## config.mk

```make
export PLATFORM = sky130hd
export DESIGN_NAME = lcd_bus_arbiter
export DESIGN_NICKNAME = d
export VERILOG_FILES = /design/src/rtl/lcd_pkg.sv /design/src/rtl/lcd_arb_grant.sv /design/src/rtl/lcd_bus_arbiter.sv
export SDC_FILE = /design/constraint.sdc
export NUM_CORES = 1
export LEC_CHECK = 0
export BUFFER_PORTS_ARGS = -buffer_cell sky130_fd_sc_hd__buf_2
export CAP_MARGIN = 20
export CORE_ASPECT_RATIO = 1.75
export CORE_MARGIN = 1
export CORE_UTILIZATION = 44
export DETAILED_ROUTE_END_ITERATION = 16
export GPL_TIMING_DRIVEN = 0
export PLACE_DENSITY_LB_ADDON = 0.12
export SYNTH_ARGS = -nofsm -noshare
export SYNTH_HDL_FRONTEND = slang
export SYNTH_SLANG_ARGS = --single-unit
```

## constraint.sdc

```tcl
create_clock -name Clk -period 4.3 [get_ports Clk]
set_input_delay 0.86 -clock Clk [delete_from_list [all_inputs] [get_ports Clk]]
set_output_delay 0.86 -clock Clk [all_outputs]
set_load 0.05 [all_outputs]
```

## src/rtl/lcd_pkg.sv

```systemverilog
// Shared types and helpers for the LCD bus arbiter: FSM state encoding and
// the HD44780 commands that need the long execution wait.
package lcd_pkg;

    typedef enum logic [3:0] {
        PWR,
        IDLE,
        H_SET,
        H_PUL,
        H_HLD,
        L_SET,
        L_PUL,
        L_HLD,
        EXEC
    } lcd_state_t;

    localparam logic [7:0] CMD_CLEAR = 8'h01;
    localparam logic [7:0] CMD_HOME  = 8'h02;

    // Home ignores bit 0, so 0x03 is a home command as well.
    function automatic logic is_long_cmd(input logic rs, input logic [7:0] data);
        return !rs && ((data == CMD_CLEAR) || ({data[7:1], 1'b0} == CMD_HOME));
    endfunction

endpackage

```

## src/rtl/lcd_arb_grant.sv

```systemverilog
// Tie-break between the two LCD requesters. Fixed priority (requester 0 wins)
// by default; LCD_ARB_ROUND_ROBIN_EN adds a last-grant register for alternation.
module lcd_arb_grant (
    input  logic       clk,
    input  logic       rst,
    input  logic [1:0] valid,
    input  logic       accept,
    output logic [1:0] grant
);

`ifdef LCD_ARB_ROUND_ROBIN_EN
    logic last_q, last_d;

    always_comb begin
        last_d = last_q;
        if (accept) last_d = grant[1];
    end

    // Reset to 1 so requester 0 takes the first tie.
    always_ff @(posedge clk) begin
        if (rst) last_q <= 1'b1;
        else     last_q <= last_d;
    end

    always_comb begin
        grant = 2'b00;
        if (valid == 2'b11) grant = last_q ? 2'b01 : 2'b10;
        else                grant = valid;
    end
`else
    logic unused_rr;
    assign unused_rr = ^{clk, rst, accept};

    always_comb begin
        grant = 2'b00;
        if (valid[0])      grant = 2'b01;
        else if (valid[1]) grant = 2'b10;
    end
`endif

endmodule

```

## src/rtl/lcd_bus_arbiter.sv

```systemverilog
// Shares one HD44780 LCD (4-bit mode) between two requesters; each byte becomes two
// enable-strobed nibble writes. Round-robin tie-break when LCD_ARB_ROUND_ROBIN_EN is defined.
//
// state | meaning
// PWR   | LCD power-on hold-off after reset
// IDLE  | waiting for a request; accept happens here
// H_SET | high nibble on bus, en low
// H_PUL | high nibble, en high
// H_HLD | high nibble held, en low
// L_SET | low nibble on bus, en low
// L_PUL | low nibble, en high
// L_HLD | low nibble held, en low
// EXEC  | LCD execution wait; done pulses on the last cycle
module lcd_bus_arbiter #(
    parameter int unsigned PWR_WAIT = 2000000,
    parameter int unsigned EN_CYC   = 50,
    parameter int unsigned EXEC_CYC = 4000,
    parameter int unsigned LONG_CYC = 160000
) (
    input  logic        Clk,
    input  logic        Rst,
    input  logic [1:0]  req_valid,
    input  logic [1:0]  req_rs,
    input  logic [15:0] req_data,
    output logic [1:0]  req_ready,
    output logic [1:0]  done,
    output logic        busy,
    output logic        rs,
    output logic        en,
    output logic        rw,
    output logic [3:0]  LCD_out
);
    import lcd_pkg::*;

    localparam logic [31:0] PWR_LD  = 32'(PWR_WAIT - 1);
    localparam logic [31:0] EN_LD   = 32'(EN_CYC - 1);
    localparam logic [31:0] EXEC_LD = 32'(EXEC_CYC - 1);
    localparam logic [31:0] LONG_LD = 32'(LONG_CYC - 1);

    lcd_state_t  state_q, state_d;
    logic [31:0] cnt_q, cnt_d;
    logic [7:0]  data_q, data_d;
    logic        gidx_q, gidx_d;
    logic        rs_q, rs_d;
    logic        en_q, en_d;
    logic        busy_q, busy_d;
    logic [3:0]  lcd_q, lcd_d;
    logic [1:0]  done_q, done_d;

    logic [1:0]  grant;
    logic        accept;
    logic        sel_idx;
    logic [7:0]  sel_data;

    lcd_arb_grant u_grant (
        .clk    (Clk),
        .rst    (Rst),
        .valid  (req_valid),
        .accept (accept),
        .grant  (grant)
    );

    assign req_ready = (state_q == IDLE) ? grant : 2'b00;
    assign accept    = |req_ready;
    assign sel_idx   = grant[1];
    assign sel_data  = sel_idx ? req_data[15:8] : req_data[7:0];

    always_comb begin
        state_d = state_q;
        cnt_d   = cnt_q;
        data_d  = data_q;
        gidx_d  = gidx_q;
        rs_d    = rs_q;
        lcd_d   = lcd_q;
        done_d  = 2'b00;
        if (cnt_q != 32'd0) cnt_d = cnt_q - 32'd1;

        unique case (state_q)
            PWR:   if (cnt_q == 32'd0) state_d = IDLE;
            IDLE: begin
                if (accept) begin
                    state_d = H_SET;
                    cnt_d   = EN_LD;
                    gidx_d  = sel_idx;
                    data_d  = sel_data;
                    rs_d    = req_rs[sel_idx];
                    lcd_d   = sel_data[7:4];
                end
            end
            H_SET: if (cnt_q == 32'd0) begin state_d = H_PUL; cnt_d = EN_LD; end
            H_PUL: if (cnt_q == 32'd0) begin state_d = H_HLD; cnt_d = EN_LD; end
            H_HLD: begin
                if (cnt_q == 32'd0) begin
                    state_d = L_SET;
                    cnt_d   = EN_LD;
                    lcd_d   = data_q[3:0];
                end
            end
            L_SET: if (cnt_q == 32'd0) begin state_d = L_PUL; cnt_d = EN_LD; end
            L_PUL: if (cnt_q == 32'd0) begin state_d = L_HLD; cnt_d = EN_LD; end
            L_HLD: begin
                if (cnt_q == 32'd0) begin
                    state_d = EXEC;
                    cnt_d   = is_long_cmd(rs_q, data_q) ? LONG_LD : EXEC_LD;
                end
            end
            EXEC:  if (cnt_q == 32'd0) state_d = IDLE;
            default: begin
                state_d = PWR;
                cnt_d   = PWR_LD;
            end
        endcase

        en_d   = (state_d == H_PUL) || (state_d == L_PUL);
        busy_d = (state_d != IDLE);
        // Registered done lands on the final EXEC cycle.
        if ((state_d == EXEC) && (cnt_d == 32'd0)) done_d[gidx_d] = 1'b1;
    end

    always_ff @(posedge Clk) begin
        if (Rst) begin
            state_q <= PWR;
            cnt_q   <= PWR_LD;
            data_q  <= 8'h00;
            gidx_q  <= 1'b0;
            rs_q    <= 1'b0;
            en_q    <= 1'b0;
            busy_q  <= 1'b1;
            lcd_q   <= 4'h0;
            done_q  <= 2'b00;
        end else begin
            state_q <= state_d;
            cnt_q   <= cnt_d;
            data_q  <= data_d;
            gidx_q  <= gidx_d;
            rs_q    <= rs_d;
            en_q    <= en_d;
            busy_q  <= busy_d;
            lcd_q   <= lcd_d;
            done_q  <= done_d;
        end
    end

    assign rs      = rs_q;
    assign en      = en_q;
    assign rw      = 1'b0;
    assign busy    = busy_q;
    assign LCD_out = lcd_q;
    assign done    = done_q;

endmodule

```

# [Word level (Yosys, flattened, before mapping)]
# Cells that the tools add are included.
[word_totals] register_bits=54 latchBits=0 ram_bits=0 romBits=0 in_bits=22 output_inout_bits=12 memories=0
[classes] addsub=1 mul=0 div=0 order_cmp=3 eq_ne=16 shifts=0 muxes=28 n_bitwise=1 n_reduce_logical=17
[op_table] operator="32-bit 2-to-1 mux" n=4
[op_table] operator="32-bit case mux with 4 select lines" n=1
[op_table] operator="32-bit zero test" n=2
[op_table] operator="4-bit 2-to-1 mux" n=10
[op_table] operator="4-bit case mux with 8 select lines" n=1
[op_table] operator="32-bit nonzero test" n=1
[op_table] operator="32-bit by 1-bit subtractor with 32-bit output, second input constant" n=1
[op_table] operator="4-bit by 3-bit equality test with 1-bit output, second input constant" n=5
[op_table] operator="18-bit 2-to-1 mux" n=1
[op_table] operator="4-bit by 2-bit equality test with 1-bit output, second input constant" n=3
[op_table] operator="4-bit equality test, second input constant" n=2
[op_table] operator="8-bit by 1-bit equality test with 1-bit output, second input constant" n=1
[op_table] operator="8-bit 2-to-1 mux" n=1
[op_table] operator="4-bit case mux with 2 select lines" n=1
[op_table] operator="7-bit by 1-bit equality test with 1-bit output, second input constant" n=1
[op_table] operator="2-bit 2-to-1 mux" n=3
[op_table] operator="2-bit OR reduction" n=3
[op_table] operator="1-bit 2-to-1 mux" n=5
[op_table] operator="5-bit OR reduction" n=1
[op_table] operator="4-bit by 1-bit equality test with 1-bit output, second input constant" n=1
[op_table] operator="4-bit zero test" n=1
[op_table] operator="1-bit by 2-bit < comparator with 1-bit output, second input constant" n=2
[op_table] operator="2-bit inequality test, second input constant" n=2
[op_table] operator="4-bit by 1-bit inequality test with 1-bit output, second input constant" n=1
[op_table] operator="other kinds (9)" n=12

# [Longest topological paths before layout]
# Gate-level depths: netlist of run 1.
[logic_depth] ltp_word=10 ltp_mapped=14

# [Cells and area by module]
# From an unflattened synthesis of run 1, not the netlist that was laid out.
[unflattened] hier_cells=397 hier_area_um2=3126.7
[modules_own_cells] mod="lcd_bus_arbiter" n_inst=1 cells_each=395 area_per_inst_um2=3105.5 seq_area_each_um2=1081.0
[modules_own_cells] mod="lcd_arb_grant" n_inst=1 cells_each=2 area_per_inst_um2=21.3 seq_area_each_um2=0.0

# [Worst setup path after synthesis of run 1]
# OpenSTA, ideal clock, no wires.
[synth_timing] path_type="reg-to-reg" startpoint="register cnt_q[10]" endpoint="register done_q[0] (netlist: done[0])" t_arrival_ns=3.248 setup_slack_ns=0.986 stages_incl_launch_ff=15 synth_period_minus_slack_ns=3.314 cell_sequence="dfxtp_1 or4_1 buf_2 or4_4 buf_6 nor3_4 inv_2 buf_2 ha_1 nand2_1 and3_1 nand3_1 a2111oi_0 nand4_1 nor2_1"
[synth_via] elab_chain_len=8 elab_cells_between_ends=21 cone_classes="1 x add/sub; 1 x eq/ne; 13 x mux; 1 x bitwise; 5 x reduce/logical"
[synth_rtl] element="start, declared" line="lcd_bus_arbiter.sv:41" rtl="logic [31:0] cnt_q, cnt_d;"
[synth_rtl] element="start signal, assigned" line="lcd_bus_arbiter.sv:133" rtl="cnt_q <= cnt_d;"
[synth_rtl] element="32-bit by 1-bit subtractor with 32-bit output or 32-bit nonzero test (tied branches)" line="lcd_bus_arbiter.sv:76" rtl="if (cnt_q != 32'd0) cnt_d = cnt_q - 32'd1;"
[synth_rtl] element="32-bit 2-to-1 mux" line="lcd_bus_arbiter.sv:76"
[synth_rtl] element="32-bit 2-to-1 mux, on equally long branches"
[synth_rtl] element="32-bit case mux with 4 select lines" line="lcd_bus_arbiter.sv:78" rtl="unique case (state_q)"
[synth_rtl] element="32-bit zero test" line="lcd_bus_arbiter.sv:117" rtl="if ((state_d == EXEC) && (cnt_d == 32'd0)) done_d[gidx_d] = 1'b1;"
[synth_rtl] element="1-bit logical AND *" line="lcd_bus_arbiter.sv:117"
[synth_rtl] element="1-bit NOT (no source line) *"
[synth_rtl] element="2-bit OR reduction (no source line) *"
[synth_rtl] element="end signal, assigned" line="lcd_bus_arbiter.sv:140" rtl="done_q <= done_d;"
[synth_rtl] element="end, declared" line="lcd_bus_arbiter.sv:48" rtl="logic [1:0] done_q, done_d;"
# Mark *: on every way between the ends. The rest lies on a longest branch, timed or not.
# A chain may end at the register's enable or synchronous reset.

# [Final worst setup path of run 1]
[layout_timing] startpoint="register cnt_q[29]" endpoint="register done_q[0] (netlist: done[0])"
# Same word-level chain as after synthesis.

==> impl_metrics.csv, run 1 <==
group,metric,value,unit
clocking,cts_tree,"yes",
sta,hold_viol,0,
sta,skew,0.00594,ns
clocking,cts.sinks,54,
clocking,cts_made_buffers,5,
final_layout,fin_nets,472,
worst_setup_path,path_class,"reg2reg",
job,maxCapViolations,0,
pwr,p_per_area,272,mW/mm²
synthesis,netlist_instances,404,
synthesis,ys_seq_elements,54,
final_layout,areaGrowthSynthToFinish,14.4,%
hold_path,hp-class,"reg2reg",
worst_setup_path,cp-start-kind,"flip-flop",
clocking,cts_hold_buf,0,
pwr,p_leak,1.39,nW
synthesis,synth_top_area_share,34.2,%
placed_design,dp_cells,521,
hold_path,worstHoldPathCells,2,
worst_setup_path,required,4.53,ns
synthesis,synth_flop_cell,"dfxtp_1",
routing,ant_nets,0,
clocking,clockRootBuffer,"clkbuf_16",
sta,timing.hold.ws,0.495,ns
placed_design,portBuffers,32,
sta,final-max-slew-violation-count,0,
synthesis,synthTopCellsByArea,"dfxtp_1, nor2_1, a21oi_1, nand2_1, mux2i_1",
routing,routed_wl,9340,µm
synthesis,synth_area,0.00316,mm²
clocking,clk_latency,0.30,ns
global_routing,first_global_vias,3154,
routing,post_drt_wl_per_cell,17.5,µm
clocking,cts.clk_slew.worst_paths,0.07,ns
sta,rsz0062_at_grt,"false",
floorplan,start_util,45.8,%
placed_design,place_congestion,0.983,
global_routing,grt_pass1_wl,15300,µm
sta,worst_pin_slew,1.03,ns
floorplan,die_h,114,µm
floorplan,ios,34,
final_layout,fin_cells,533,
sta,period_share,93.8,%
final_layout,mostFrequentLayoutCells,"dfxtp_1, nor2_1, a21oi_1",
sta,min_period,4.03,ns
sta,slew_headroom,30.9,%
worst_setup_path,worst-path-max-fanout,10,
worst_setup_path,arrival,4.27,ns
global_routing,antenna_found_initial,0,
routing,drt_first_pass_iters,5,
sta,fin_tns_setup,0,ns
synthesis,synth_edf_count,0,
synthesis,syn_avg_cell_area,7.83,µm²
final_layout,final_common_cell,"dfxtp_1",
routing,viasPerCell,5.97,
clocking,cts_buffer_depth,2,
floorplan,die_w,66.1,µm
final_layout,diodes,0,
sta,setup_viol,0,
synthesis,yosysWarningCount,0,
clocking,htreeDepth,2,
global_routing,grt_max_degree,16,
routing,drcViolationCount,0,
final_layout,post-route-util,52.4,%
floorplan,dieArea,0.00754,mm²
sta,fmax,248,MHz
synthesis,ys_seq_area_share,34.2,%
floorplan,design.core.area,0.00691,mm²
worst_setup_path,reg2reg_depth,12,
global_routing,grt.overflow.total,0,
status,outcome,"finished clean",
synthesis,yosysTopAreaCell,"dfxtp_1",
synthesis,ys_types,60,
pwr,vdd_ir_drop_max,0.213,mV
worst_setup_path,cp-end-kind,"flip-flop",
global_routing,grtUsageTotal,27.1,%
placed_design,dpl.hpwl,7240,µm
final_layout,drive_gt1_share,14.0,%
routing,drtIter0Drc,168,
routing,num_vias,3180,
final_layout,fillers,697,
sta,worst_slack,0.265,ns
floorplan,num_rows,40,
synthesis,syn_nets,428,
placed_design,pre_cts_slack,0.104,ns
synthesis,synthArstFlopShare,0,%
==> cell usage after synthesis (7+ instances only) <==
| cell type | instances |
|---|---|
| a211oi_1 | 11 |
| a21oi_1 | 38 |
| nand4_1 | 7 |
| o211ai_1 | 9 |
| nand2_1 | 30 |
| nor3_1 | 15 |
| nand3_1 | 8 |
| nor2b_1 | 7 |
| o21ai_0 | 14 |
| clkbuf_1 | 18 |
| nor4_1 | 11 |
| xor2_1 | 7 |
| xnor2_1 | 7 |
| nor2_1 | 53 |
| mux2i_1 | 11 |
| dfxtp_1 | 54 |
| or3_1 | 10 |
==> state kept, by name, summed over array words and instances, names as in the netlist <==
register / cells
LCD_out: 4
busy: 1
cnt_q: 32
data_q: 8
done: 2
en: 1
gidx_q: 1
rs: 1
state_q: 4
==> kinds of logic after synthesis <==
logic type,Yosys count,synth area share (%)
fa+ha+maj,2,0.791
other cells,1,0.119
compound gates,109,22.6
simple gates,182,30.6
flops,54,34.2
xor+xnor,14,3.88
mux,11,3.48
buf+inv,31,4.35
==> critical path: stages (launching register included) <==
cell,delay (ns)
dfxtp_1,0.38
nor4_1,0.75
nand3_1,0.43
nor3_4,0.40
inv_2,0.18
buf_2,0.25
ha_1,0.30
nand2_1,0.07
and3_1,0.16
nand3_1,0.12
a2111oi_0,0.50
nand4_1,0.27
nor2_1,0.14
==> path summary, 6_finish.rpt <==
kind | startpoint | end | slack [ns]
setup / recovery | cnt_q[29]$_SDFF_PP0_ | done[0]$_SDFF_PP0_ | 0.27
hold reg to reg | LCD_out[1]$_SDFFE_PP0P_ | LCD_out[1]$_SDFFE_PP0P_ | 0.49
setup reg to reg | cnt_q[29]$_SDFF_PP0_ | done[0]$_SDFF_PP0_ | 0.27
hold / removal | LCD_out[1]$_SDFFE_PP0P_ | LCD_out[1]$_SDFFE_PP0P_ | 0.49
==> report_power, final <==
group / leakage [nW] / internal, mW / switching (mW) / total, mW
logic: 0.879 / 0.0252 / 0.0351 / 0.0603
clock network: 0.0739 / 0.232 / 0.184 / 0.416
registers: 0.436 / 0.504 / 0.00418 / 0.508
==> metrics by stage <==
| step | power, mW | cell area (µm²) |
|---|---|---|
| after floorplan | 0.557 | 3160 |
| after global placement | 0.578 | 3430 |
| after detailed placement | 0.579 | 3430 |
| after CTS | 0.996 | 3580 |
| after global routing | 1.02 | 3620 |
| final | 0.984 | 3620 |
==> area by class of cell <==
type | count | area, µm² | share of cell area, %
multi-input combinational | 319 | 1950 | 54.0
tap | 84 | 105 | 2.90
clock buffer | 7 | 143 | 3.94
timing repair buffer | 37 | 195 | 5.39
clock inverter | 1 | 5.00 | 0.138
buffer | 24 | 111 | 3.08
inverter | 7 | 26.3 | 0.726
sequential | 54 | 1080 | 29.9
==> repair_timing <==
| item | 4_1_cts | 5_1_grt |
|---|---|---|
| gates resized for setup | 0 | 1 |
| setup endpoints to repair | 0 | 2 |
| buffers inserted | 0 | 4 |
==> routing by layer <==
layer  part of all wire [%]  track usage, %
met5                      0               0
met4                    5.7            19.4
met2                     53            48.8
met3                    3.8            4.88
met1                     38            26.7
Note: power is estimated with default switching activity, not from simulation.
==> run 2: changes to the inputs <==
--- a/config.mk
+++ b/config.mk
@@ -5,6 +5,7 @@
 export SDC_FILE = /design/constraint.sdc
 export NUM_CORES = 1
 export LEC_CHECK = 0
+export ABC_AREA = 1
 export BUFFER_PORTS_ARGS = -buffer_cell sky130_fd_sc_hd__buf_2
 export CAP_MARGIN = 20
 export CORE_ASPECT_RATIO = 1.75
==> impl_metrics.csv, run 2 <==
group,metric,value,unit
worst_setup_path,cp-start-kind,"input pin",
routing,num_vias,3738,
floorplan,ios,34,
clocking,htreeDepth,2,
global_routing,first_global_vias,3725,
final_layout,areaGrowthSynthToFinish,11.5,%
global_routing,antenna_found_initial,0,
clocking,cts_made_buffers,5,
clocking,cts.clk_slew.worst_paths,0.06,ns
sta,worst_pin_slew,0.687,ns
routing,viasPerCell,5.48,
synthesis,ys_types,36,
sta,final-max-slew-violation-count,0,
worst_setup_path,arrival,1.92,ns
clocking,cts_hold_buf,0,
routing,ant_nets,0,
global_routing,grt_max_degree,15,
clocking,postCtsSetupBuffers,0,
status,outcome,"finished clean",
clocking,clk_latency,0.29,ns
synthesis,synthTopCellsByArea,"dfxtp_1, nand2_1, nor2_1, nand3_1, inv_1",
clocking,cts.sinks,54,
placed_design,dp_cells,675,
synthesis,syn_avg_cell_area,6.23,µm²
pwr,p_leak,1.90,nW
synthesis,ys_seq_elements,54,
sta,fmax,360,MHz
final_layout,final_common_cell,"nand2_1",
worst_setup_path,cp-end-kind,"output port",
clocking,cts_buffer_depth,2,
routing,routed_wl,10900,µm
routing,drcViolationCount,0,
synthesis,synthArstFlopShare,0,%
sta,hold_viol,0,
routing,post_drt_wl_per_cell,15.9,µm
synthesis,syn_nets,580,
clocking,clockRootBuffer,"clkbuf_16",
final_layout,fin_cells,682,
global_routing,grt_pass1_wl,17600,µm
sta,min_period,2.78,ns
sta,rsz0062_at_grt,"false",
placed_design,place_congestion,0.937,
floorplan,die_w,69.1,µm
final_layout,largest_register_ffs,32,
hold_path,hp-class,"reg2reg",
synthesis,synth_area,0.00346,mm²
pwr,vdd_ir_drop_max,0.163,mV
job,maxCapViolations,0,
worst_setup_path,required,3.44,ns
synthesis,yosysTopAreaCell,"dfxtp_1",
pwr,p_per_area,245,mW/mm²
sta,skew,0.00384,ns
sta,fin_tns_setup,0,ns
worst_setup_path,path_class,"in2out",
sta,period_share,64.7,%
synthesis,synth_top_area_share,31.2,%
final_layout,mostFrequentLayoutCells,"nand2_1, nor2_1, dfxtp_1",
final_layout,drive_gt1_share,12.1,%
sta,setup_viol,0,
floorplan,dieArea,0.00825,mm²
final_layout,fin_nets,618,
final_layout,diodes,0,
synthesis,ys_seq_area_share,31.2,%
worst_setup_path,worst-path-max-fanout,10,
placed_design,dpl.hpwl,8800,µm
floorplan,start_util,45.8,%
sta,slew_headroom,54.1,%
clocking,cts_tree,"yes",
placed_design,portBuffers,31,
global_routing,grtUsageTotal,27.7,%
clocking,ctsResizeCount,0,
routing,drtIter0Drc,206,
synthesis,synth_common_cells,"nand2_1, nor2_1, dfxtp_1, nand3_1, inv_1",
synthesis,yosysWarningCount,0,
synthesis,netlist_instances,556,
final_layout,top_register,"cnt_q",
synthesis,synth_edf_count,0,
floorplan,num_rows,42,
final_layout,reg_top3,"cnt_q (32), data_q (8)",
synthesis,synth_most_common_cell,"nand2_1",
floorplan,die_h,119,µm
floorplan,design.core.area,0.00757,mm²
global_routing,grt.overflow.total,0,
synthesis,synth_flop_cell,"dfxtp_1",
routing,drt_first_pass_iters,5,
-- run 2: final cells by class --
| type | instances | area, µm² |
|---|---|---|
| buffer | 12 | 71.3 |
| clock buffer | 7 | 133 |
| fill | 797 | 3700 |
| inverter | 50 | 188 |
| multi-input combinational | 440 | 2120 |
| sequential | 54 | 1080 |
| tap | 88 | 110 |
| timing repair buffer | 31 | 155 |
-- run 2: where the power goes --
part / switching [mW] / total [mW] / internal [mW]
Combinational: 0.0299 / 0.0480 / 0.0180
Sequential: 0.00229 / 0.505 / 0.502
Clock: 0.179 / 0.393 / 0.214
Total: 0.211 / 0.945 / 0.734
-- run 2: worst max-delay path: stages --
cell and delay (ns):
clkbuf_1 0.25, nand2_1 0.31, nor2_1 0.21, buf_2 0.28
-- run 2: cell families after synthesis --
logic type	count (synthesis)	synth area share [%]
mux	4	1.30
other cells	1	0.108
fa+ha+maj	2	0.722
simple gates	357	45.3
flops	54	31.2
buf+inv	62	7.48
compound gates	57	9.10
xor+xnor	19	4.80
-- run 2: worst paths after layout --
check,to,from,cells after the start,slack [ns]
setup / recovery,req_ready[1],req_valid[1],4,1.52
hold / removal,data_q[4]$_SDFFE_PP0P_,data_q[4]$_SDFFE_PP0P_,2,0.45
setup reg to reg,done[1]$_SDFF_PP0_,cnt_q[0]$_SDFF_PP1_,18,1.56
hold reg to reg,data_q[4]$_SDFFE_PP0P_,data_q[4]$_SDFFE_PP0P_,2,0.45
-- run 2: layer usage --
layer	up-vias	wire [µm]	track usage (%)
met5	-	0	0
met4	0	855	23.5
met3	57	444	4.40
met2	156	5850	52.5
met1	1673	3710	24.6
li1	1852	-	-
-- run 2: metrics by stage --
stage	hold WS (ns)	setup slack, ns	utilization [%]	power (mW)	instance area (µm²)
2_1_floorplan	0.429	1.41	-	0.544	3460
3_3_place_gp	0.446	1.47	49.3	0.563	3730
3_5_place_dp	0.444	1.46	49.3	0.564	3730
4_1_cts	0.455	1.51	51.0	0.955	3860
5_1_grt	0.475	1.39	51.0	0.984	3860
6_report	0.455	1.52	51.0	0.945	3860
